File: config.mk
export PLATFORM = sky130hd
export DESIGN_NAME = request_encoder
export DESIGN_NICKNAME = d
export VERILOG_FILES = /design/src/rtl/request_encoder.sv
export SDC_FILE = /design/constraint.sdc
export NUM_CORES = 1
export LEC_CHECK = 0
export ABC_AREA = 1
export BUFFER_PORTS_ARGS = -buffer_cell sky130_fd_sc_hd__buf_4
export CORE_ASPECT_RATIO = 2
export CORE_MARGIN = 2
export CORE_UTILIZATION = 27
export CTS_CLUSTER_SIZE = 14
export DETAILED_ROUTE_END_ITERATION = 8
export GPL_ROUTABILITY_DRIVEN = 1
export HOLD_SLACK_MARGIN = 0.05
export PLACE_DENSITY = 0.53
export SYNTH_ARGS = -nofsm -noshare
export SYNTH_HDL_FRONTEND = slang
export SYNTH_SLANG_ARGS = --single-unit
File: constraint.sdc
create_clock -name clk -period 3.25 [get_ports clk]
set_clock_uncertainty 0.15 [all_clocks]
set_input_delay 0.1625 -clock clk [delete_from_list [all_inputs] [get_ports clk]]
set_output_delay 0.1625 -clock clk [all_outputs]
set_load 0.1 [all_outputs]
File: src/rtl/request_encoder.sv
// rtl/request_encoder.sv - registered N-to-log2(N) request encoder with sticky pending flags
//
// Purpose:
//   Collects request pulses or levels into sticky pending flags. It selects one
//   eligible (pending & mask) line, by fixed priority or round-robin, and
//   presents its index on a valid/ready output. Only one index is issued per
//   handshake.
//
// Ports:
//   clk          in   rising-edge clock
//   reset_n      in   asynchronous active-low reset
//   req_in       in   [WIDTH]      request lines, each high bit sets its pending flag
//   mask_in      in   [WIDTH]      1 = line eligible for selection
//   code_out     out  [CODE_WIDTH] selected index (holds after consumption)
//   code_valid   out  1            code_out holds an issued, unconsumed index
//   code_ready   in   1            consumer accepts code_out this cycle
//   pending_out  out  [WIDTH]      registered pending flags
module request_encoder #(
  parameter int WIDTH       = 16,
  parameter int ROUND_ROBIN = 0,
  localparam int CODE_WIDTH = $clog2(WIDTH)
) (
  input  logic                  clk,
  input  logic                  reset_n,
  input  logic [WIDTH-1:0]      req_in,
  input  logic [WIDTH-1:0]      mask_in,
  output logic [CODE_WIDTH-1:0] code_out,
  output logic                  code_valid,
  input  logic                  code_ready,
  output logic [WIDTH-1:0]      pending_out
);

  logic [WIDTH-1:0]      pending_q, pending_d;
  logic [CODE_WIDTH-1:0] code_q, code_d;
  logic                  valid_q, valid_d;
  logic [CODE_WIDTH-1:0] ptr_q;

  logic [WIDTH-1:0]      eligible;
  logic [WIDTH-1:0]      take;
  logic [CODE_WIDTH-1:0] sel;
  logic                  found;
  logic                  load;

  assign eligible = pending_q & mask_in;

  // Search starts at ptr and wraps. With fixed priority ptr is tied to 0, so
  // the same search returns the lowest set bit.
  always_comb begin
    int idx;
    sel   = '0;
    found = 1'b0;
    idx   = 0;
    for (int k = 0; k < WIDTH; k++) begin
      idx = int'(ptr_q) + k;
      if (idx >= WIDTH) idx = idx - WIDTH;
      if (!found && eligible[idx]) begin
        found = 1'b1;
        sel   = CODE_WIDTH'(idx);
      end
    end
  end

  assign load = found && (!valid_q || code_ready);
  assign take = load ? (WIDTH'(1) << sel) : '0;

  // A new request on the line being taken re-sets its flag: set wins.
  always_comb begin
    pending_d = (pending_q & ~take) | req_in;
    code_d    = code_q;
    valid_d   = valid_q;
    if (load) begin
      code_d  = sel;
      valid_d = 1'b1;
    end else if (valid_q && code_ready) begin
      valid_d = 1'b0;
    end
  end

  always_ff @(posedge clk or negedge reset_n) begin
    if (!reset_n) begin
      pending_q <= '0;
      code_q    <= '0;
      valid_q   <= 1'b0;
    end else begin
      pending_q <= pending_d;
      code_q    <= code_d;
      valid_q   <= valid_d;
    end
  end

  generate
    if (ROUND_ROBIN != 0) begin : g_rr
      logic [CODE_WIDTH-1:0] ptr_d;

      // The pointer advances past the winner, so that line gets the lowest
      // priority on the next search.
      always_comb begin
        ptr_d = ptr_q;
        if (load) begin
          ptr_d = (sel == CODE_WIDTH'(WIDTH - 1)) ? '0 : sel + CODE_WIDTH'(1);
        end
      end

      always_ff @(posedge clk or negedge reset_n) begin
        if (!reset_n) ptr_q <= '0;
        else          ptr_q <= ptr_d;
      end
    end else begin : g_fp
      assign ptr_q = '0;
    end
  endgenerate

  assign code_out    = code_q;
  assign code_valid  = valid_q;
  assign pending_out = pending_q;

endmodule
======== Yosys cells after proc, flatten, opt, wreduce, memory -nomap -nowiden ========
Cells that the tools add are included.
storage, ports and cells
  word-level logic and storage cells ...... 77
  input port bits ......................... 35
  memory bits (read-only) ................. 0
  memory bits (writable) .................. 0
  register bits after elaboration ......... 21
  latch bits .............................. 0
  memories kept ........................... 0
cells by class
  reductions and logical operators ........ 35
  $lt $le $gt $ge ......................... 0
  equal/unequal tests ..................... 0
  add/sub/neg operators ................... 0
  multipliers ............................. 0
  divide/modulo/power cells ............... 0
  muxes and demuxes ....................... 34
  shift-type cells ........................ 1
  bitwise operators ....................... 4
operator list
  cell                                               number
  bitwise AND 16 bit                                 2
  two-way mux 4 bit                                  8
  two-way mux 1 bit                                  19
  logical AND 1 bit                                  17
  zero test 1 bit                                    16
  two-way mux 16 bit                                 1
  inverter 16 bit                                    1
  bitwise OR 16 bit                                  1
  << shifter 1 x 4 -> 16 bit (first input constant)  1
  two-way mux 3 bit                                  4
  two-way mux 2 bit                                  2
  nonzero test 2 bit                                 1
  logical OR 1 bit                                   1

======== Depth between registers and ports, before layout ========
Gate-level depths: netlist (run 1).
  depth after elaboration ................. 52
  gate-level depth with buffers ........... 15
  mapped depth without buffers ............ 15

======== Worst setup path before layout (run 1) ========
OpenSTA, ideal clock, no wires.
  path type ............................... flip-flop to flip-flop
  start ................................... register pending_q[2] (netlist: pending_out[2])
  end ..................................... register code_q[2] (netlist: code_out[2])
  data arrival time ....................... 2193 ps
  stages on the path, launching flop included .. 13
  slack ................................... 833 ps
  required time ........................... 3026 ps
  setup time .............................. 74 ps
  path through ............................ dfrtp_1 -> nand2_1 -> nand2_2 -> nor2_4 -> nand4_4 -> nor2_4 -> nand4_4 -> nor3_4 -> nand4_2 -> nand2_4 -> buf_12 -> nand2_1 -> o21ai_2
on the way
  longest elaborated chain between the ends .. 43
  elaborated cells on any way between the ends .. 55
  those cells by class .................... mux: 26; bitwise: 1; reduce/logical: 28
RTL lines
  element                   line  text
  start: declaration        33    logic [WIDTH-1:0] pending_q, pending_d;
  start signal: assignment  85    pending_q <= pending_d;
  bitwise AND 16 bit (*)    44    assign eligible = pending_q & mask_in;
  logical AND 1 bit (*)     56    if (!found && eligible[idx]) begin
  two-way mux 1 bit (*)     56
  zero test 1 bit           56
  logical AND 1 bit         56
  two-way mux 1 bit (*)     56
  zero test 1 bit           56
  logical AND 1 bit         56
  (+27 left out)            --
  two-way mux 1 bit         56
  zero test 1 bit           56
  logical AND 1 bit         56
  two-way mux 1 bit         56
  zero test 1 bit           56
  logical AND 1 bit         56
  two-way mux 1 bit         56
  logical AND 1 bit         63    assign load = found && (!valid_q || code_ready);
  end signal: assignment    86    code_q <= code_d;
  end: declaration          34    logic [CODE_WIDTH-1:0] code_q, code_d;
Mark *: on every way between the ends. The rest lies on a longest branch, timed or not.
A chain may end at the register's enable or synchronous reset.

======== Worst setup path after layout (run 1) ========
  start ................................... register pending_q[2] (netlist: pending_out[2])
  end ..................................... register pending_q[0] (netlist: pending_out[0])
on the way
  longest elaborated chain between the ends .. 47
  elaborated cells on any way between the ends .. 62
  those cells by class .................... shift: 1; mux: 29; bitwise: 4; reduce/logical: 28
RTL lines
  element                                                                 line    text
  bitwise AND 16 bit (*)                                                  44
  logical AND 1 bit (*)                                                   56
  two-way mux 1 bit                                                       56
  zero test 1 bit                                                         56
  logical AND 1 bit                                                       56
  two-way mux 1 bit                                                       56
  zero test 1 bit                                                         56
  logical AND 1 bit                                                       56
  (+32 left out)                                                          --
  logical AND 1 bit                                                       56
  two-way mux 4 bit / two-way mux 1 bit (equally long branches)           56
  << shifter 1 x 4 -> 16 bit / logical AND 1 bit (equally long branches)  64, 63
  two-way mux 16 bit (*)                                                  64      assign take = load ? (WIDTH'(1) << sel) : '0;
  inverter 16 bit (*)                                                     68      pending_d = (pending_q & ~take) | req_in;
  bitwise AND 16 bit (*)                                                  68
  bitwise OR 16 bit (*)                                                   68
  via pending_d[0]                                                        33
The timed path passes the listed nets; every way through them passes the cells marked *.

==> results.json, run 1 <==
{
  "antenna_found_initial": 0,
  "cp.arrival_ns": 2.19,
  "post_cts_resized": 0,
  "synth_commonest_cells": "nand2_1, inv_1, dfrtp_1, nand3_1, nor2_1",
  "synth_top_area_cell": "dfrtp_1",
  "yosys_warnings": 0,
  "vias": 1256,
  "synth_area_per_cell_um2": 8.059,
  "grt_pass1_vias": 1252,
  "synth_edf_count": 0,
  "cts_setup_buffers": 0,
  "ys_types": 22,
  "crit_top_cell": "nand2_1",
  "synth_nets": 187,
  "globalRouteTotalUtil": 0.1346,
  "hold_class": "input port to register",
  "drv_slew": 0,
  "hpwl_mm": 2.673,
  "yosysMostFrequentCell": "nand2_1",
  "relSlewSlack": 0.6490,
  "dr.pass1.iters": 4,
  "ant_nets": 0,
  "gr-total-overflow": 0,
  "cts_buffers": 3,
  "cpPeakStageDelay_ns": 0.41,
  "pwr-share-seq": 0.403,
  "std_cell_rows": 34,
  "crit_path_max_fanout": 15,
  "p_leak_nw": 0.9492,
  "cp_slowest_cell": "dfrtp_1",
  "synthCells": 152,
  "drc": 0,
  "ios": 56,
  "die_h_um": 99.26,
  "synthTopCellsByArea": "dfrtp_1, nand2_1, inv_1",
  "p_total_w": 0.0006989,
  "routed_wl_mm": 3.257,
  "htree_levels": 1,
  "fin_nets": 263,
  "cp_top_family": "simple AND/OR/NAND/NOR gates",
  "cts_tree": "done",
  "min_period_ns": 2.138,
  "power.switching_w": 0.0002623,
  "ys_seq_area_frac": 0.4290,
  "cts_root_buffer": "clkbuf_8",
  "gp_congestion": 0.7973,
  "pwr_density_cell_mw_per_mm2": 367.5,
  "fin_crit_sh": 0.6578,
  "fmax_mhz": 467.8,
  "fin_setup_tns_ns": 0,
  "drive_gt1_frac": 0.3392,
  "path_buf_inv": 0,
  "synth_seq_cells": 21,
  "crit_type": "register to register",
  "antenna_cells": 0,
  "areaGrowthSynthToFinish_pct": 55.26,
  "worst_pin_slew_ns": 0.5196,
  "cp_cell_sequence": "nand2_1, nand2_2, nor2_4, nand4_4, nor2_4, nand4_4, nor3_4, nand4_2, nand2_4, nor2_1, nand3_1, nand2_1, nand2_1",
  "ir_drop_v": 0.0001986,
  "clkPwrFrac": 0.251,
  "start_kind": "register",
  "n_fill_cell": 483,
  "clock_path_buffers": 2,
  "rsz0062_at_grt": "no",
  "grt_max_degree": 22,
  "synthArstFlopShare": 1.000,
  "dieArea_mm2": 0.005124,
  "wl_per_cell_um": 11.59,
  "synth_top_area_share": 0.4290,
  "internal_power_w": 0.0004365,
  "cts.sinks": 21,
  "ctsHoldBuffers": 17,
  "grt_first_pass_wirelength_mm": 5.264,
  "coreArea_mm2": 0.004339,
  "io_buffers": 55,
  "max_cap_violations": 0,
  "die_w_um": 51.63,
  "cp.required_ns": 3.30,
  "clkLatencyLatePin_ns": 0.26,
  "finalSetupViolations": 0,
  "via_per_inst": 4.470,
  "outcome": "completed",
  "sw_frac_of_total": 0.3754,
  "clk_pin_slew_worst_paths_ns": 0.08,
  "synth_area_mm2": 0.001225,
  "ys.flop_type": "dfrtp_1",
  "drt_iter0_drc": 15,
  "endpoint_kind": "register",
  "start_util": 0.2823,
  "combPwrFrac": 0.346,
  "hold_viol": 0
}
## worst reg2reg max path: cells and delay by family, from the launching register on
kind | cells | cell delay, ns
flip-flops | 1 | 0.41
AND/OR/NAND/NOR | 13 | 1.52
## per-stage QoR
stage,instance area [um^2],setup slack (ns),cells,hold slack [ns],utilization
CTS,1902,1.082,281,0.08451,0.4383
finish,1902,1.112,281,0.08036,0.4383
detailed placement,1685,1.101,260,-0.07824,0.3884
global placement,1685,1.154,260,-0.08164,0.3884
global route,1902,0.8992,281,0.09134,0.4383
floorplan,1225,0.8335,152,-0.2831,-
## flip-flops by register name (all words and copies together) (netlist names)
name         cells
pending_out     16
code_out         4
code_valid       1
## power by group through the flow
stage	Combinational, W	Sequential [W]	Clock, W
floorplan	0.0000662	0.000379	0
global placement	0.000227	0.000287	0
detailed placement	0.000229	0.000288	0
CTS	0.000245	0.000282	0.000182
global route	0.000260	0.000284	0.000193
finish	0.000242	0.000282	0.000175
## area by class of cell
cell class	count	area, um^2	share of cell area
Tap cell	54	67.56	0.03553
Clock inverter	1	5.005	0.002632
Timing Repair Buffer	72	583.1	0.3066
Inverter	31	118.9	0.06250
Multi-Input combinational cell	99	560.5	0.2947
Clock buffer	3	41.29	0.02171
Sequential cell	21	525.5	0.2763
## layout by cell type, fill, tap and decap left out
cell type      netlist  routed
o21ai_0              6       6
o41ai_1              1       1
a21o_1               5       5
o21ai_1              2       2
clkinv_2             0       1
nor2_2               1       1
a31oi_1              2       2
dlygate4sd3_1        0      17
nor2_4               2       2
o21ai_2              6       6
nand2_1             36      36
nor4_1               1       1
nor2_1              11      11
nand2_2              3       3
nor3_4               1       1
nand3_1             13      13
inv_4                1       1
nand4_4              2       2
nand4_2              1       1
inv_1               30      30
buf_4                0      55
nand4_1              5       5
nand2_4              1       1
dfrtp_1             21      21
clkbuf_8             0       3
## worst paths after layout
kind	startpoint	end	slack [ns]	cells after the start
hold reg to reg	code_out[2]	code_out[2]	0.35	2
setup / recovery	pending_out[2]	pending_out[0]	1.11	13
setup reg to reg	pending_out[2]	pending_out[0]	1.11	13
max in group asynchronous	reset_n	pending_out[0]	2.54	2
hold / removal	code_ready	code_valid	0.08	4
min in group asynchronous	reset_n	pending_out[6]	0.18	2
## kinds of logic after synthesis
| logic type | Yosys count | share of synthesized area |
|---|---|---|
| and+or+nand+nor | 77 | 0.3340 |
| AOI/OAI and AO/OA | 22 | 0.1236 |
| buffers and inverters | 32 | 0.1134 |
| DFF | 21 | 0.4290 |
## layer usage
metal  global-route usage  part of all wire  up-vias
met3              0.01502             0.031        4
met5                    0                 0        -
met1               0.1257              0.34      590
met2               0.2643              0.61       26
li1                     -                 -      636
met4              0.07287             0.018        0
(Power assumes the default switching activity.)
==> run 2: changes to the inputs <==
--- a/config.mk
+++ b/config.mk
@@ -5,7 +5,7 @@
 export SDC_FILE = /design/constraint.sdc
 export NUM_CORES = 1
 export LEC_CHECK = 0
-export ABC_AREA = 1
+export ABC_AREA = 0
 export BUFFER_PORTS_ARGS = -buffer_cell sky130_fd_sc_hd__buf_4
 export CORE_ASPECT_RATIO = 2
 export CORE_MARGIN = 2
==> constraint.sdc (replaced) <==
create_clock -name clk -period 2.04 [get_ports clk]
set_clock_uncertainty 0.15 [all_clocks]
set_input_delay 0.102 -clock clk [delete_from_list [all_inputs] [get_ports clk]]
set_output_delay 0.102 -clock clk [all_outputs]
set_load 0.1 [all_outputs]
==> run 2 against run 1 <==
Against the previous run: die area shrank 3.3%; count of clock-buffer cells in the layout is the same; utilization grew 4.0 points; sequential share of layout area shrank 0.61 points; fmax grew 8.4%; sequential power grew 59%; largest cell class is now multi-input gates.
==> results.json, run 2 <==
{
  "grt_first_pass_wirelength_mm": 6.934,
  "via_per_inst": 5.223,
  "path_buf_inv": 0,
  "clkLatencyLatePin_ns": 0.27,
  "fin_area_mm2": 0.002056,
  "gp_congestion": 0.8895,
  "synth_top_area_share": 0.4444,
  "antenna_found_initial": 0,
  "fin_ws_ns": 0.06807,
  "post-route-util": 0.4785,
  "ff2ff_path_depth": 5,
  "worst_pin_slew_ns": 0.4054,
  "largest_register_ffs": 16,
  "hold_class": "input port to async pin",
  "whs_ns": 0.1040,
  "ios": 56,
  "cp.arrival_ns": 1.98,
  "cp_top_family": "simple AND/OR/NAND/NOR gates",
  "io_buffers": 55,
  "ys.flop_type": "dfrtp_1",
  "final_common_cell": "buf_4",
  "dieArea_mm2": 0.004957,
  "routed_wl_mm": 4.199,
  "endpoint_kind": "register",
  "cts_tree": "done",
  "synth_seq_cells": 21,
  "cts_root_buffer": "clkbuf_8",
  "pwr_density_cell_mw_per_mm2": 540.5,
  "cts_buffers": 3,
  "areaGrowthSynthToFinish_pct": 73.86,
  "critPathLaunch": "pending_out[0]",
  "dr.pass1.iters": 4,
  "hpwl_mm": 3.343,
  "r2r-start": "pending_out[0]",
  "synthCells": 129,
  "fin_nets": 251,
  "drive_gt1_frac": 0.4837,
  "reg2reg_slack_ns": 0.07,
  "synthArstFlopShare": 1.000,
  "synth_area_mm2": 0.001182,
  "wl_per_cell_um": 15.61,
  "relSlewSlack": 0.7297,
  "cp_slowest_cell": "dfrtp_4",
  "synth_nets": 164,
  "dpl_cell_area_mm2": 0.001787,
  "synth_edf_count": 0,
  "cts.sinks": 21,
  "cpPeakStageDelay_ns": 0.51,
  "rr_endpoint": "pending_out[13]",
  "start_kind": "register",
  "vias": 1405,
  "ys_types": 33,
  "antenna_cells": 0,
  "clk_pin_slew_worst_paths_ns": 0.08,
  "outcome": "completed",
  "cp_cell_sequence": "a22o_4, nor4_4, nand2_2, or3_1, o22a_1",
  "crit_path_max_fanout": 5,
  "synth_area_per_cell_um2": 9.166,
  "layout_common_cells": "buf_4, dlygate4sd3_1, nor2_1",
  "grt_pass1_vias": 1504,
  "htree_levels": 1,
  "min_period_ns": 1.972,
  "globalRouteTotalUtil": 0.1859,
  "grt_max_degree": 22,
  "fin_setup_tns_ns": 0,
  "ir_drop_v": 0.0003479,
  "finalSetupViolations": 0,
  "drc": 0,
  "ant_nets": 0,
  "rsz0062_at_grt": "yes",
  "drv_slew": 0,
  "fin_crit_sh": 0.9666,
  "cp.required_ns": 2.05,
  "synthTopCellsByArea": "dfrtp_1, a22oi_1, nor2_1",
  "coreArea_mm2": 0.004297,
  "max_cap_violations": 0,
  "synth_commonest_cells": "dfrtp_1, nor2_1, nand2_1, a21oi_1, a22oi_1",
  "clock_path_buffers": 2,
  "yosysMostFrequentCell": "dfrtp_1",
  "gr-total-overflow": 0,
  "crit_type": "register to register",
  "synth_top_area_cell": "dfrtp_1",
  "drt_iter0_drc": 21,
  "hold_viol": 0,
  "p_leak_nw": 0.8453,
  "die_h_um": 97.59,
  "fmax_mhz": 507.1,
  "post-place-ws_ns": -0.03581,
  "crit_cells": 5,
  "ys_seq_area_frac": 0.4444,
  "std_cell_rows": 34,
  "yosys_warnings": 0,
  "die_w_um": 50.80,
  "n_fill_cell": 433,
  "start_util": 0.2752,
  "cts_setup_buffers": 0
}
## run 2: layout make-up
cell class,count,area (um^2),area share
multi-input combinational,107,716.9,0.3488
timing repair buffer,83,669.4,0.3256
sequential,21,555.5,0.2702
tap,54,67.56,0.03287
clock buffer,3,41.29,0.02009
clock inverter,1,5.005,0.002435
## run 2: cells by family (layout without fill, tap and decap cells)
logic type,count (synthesis),in the layout,share of synthesized area
AND/OR/NAND/NOR,54,54,0.2254
multiplexers,1,1,0.009523
AO/OA/AOI/OAI,52,52,0.3175
buffers and inverters,1,87,0.003172
flip-flops,21,21,0.4444
## run 2: what timing repair did
action / in CTS / in global routing
resized for setup: 1 / 9
pin swaps: 0 / 2
endpoints found under the setup margin: 3 / 9
hold buffers: 17 / 0
hold endpoints to repair: 37 / 0
## run 2: routing by layer
layer  track usage  wire length (um)  vias to the layer above
met5             0                 0                        -
met4        0.1102               190                        0
met3       0.02615               149                       14
met2        0.3563              2386                       42
met1        0.1737              1472                      670
li1              -                 -                      679
## run 2: worst max-delay path by stage
stage and to:
2_1_floorplan pending_out[13], 3_3_place_gp pending_out[10], 3_5_place_dp pending_out[10], 4_1_cts pending_out[6], 5_1_grt pending_out[13], 6_report pending_out[13]
## run 2: power breakdown
part           total [W]  internal [W]  leakage (nW)  switching (W)
logic           0.000383      0.000148         0.620       0.000235
clock network   0.000280      0.000136        0.0255       0.000144
registers       0.000448      0.000434         0.199      0.0000143
total            0.00111      0.000718         0.845       0.000393
## run 2: through the flow
stage | instances | power, W
floorplan | 129 | 0.0006614
CTS | 269 | 0.001118
finish | 269 | 0.001111
global placement | 248 | 0.0008021
detailed placement | 248 | 0.0008049
global route | 269 | 0.001165
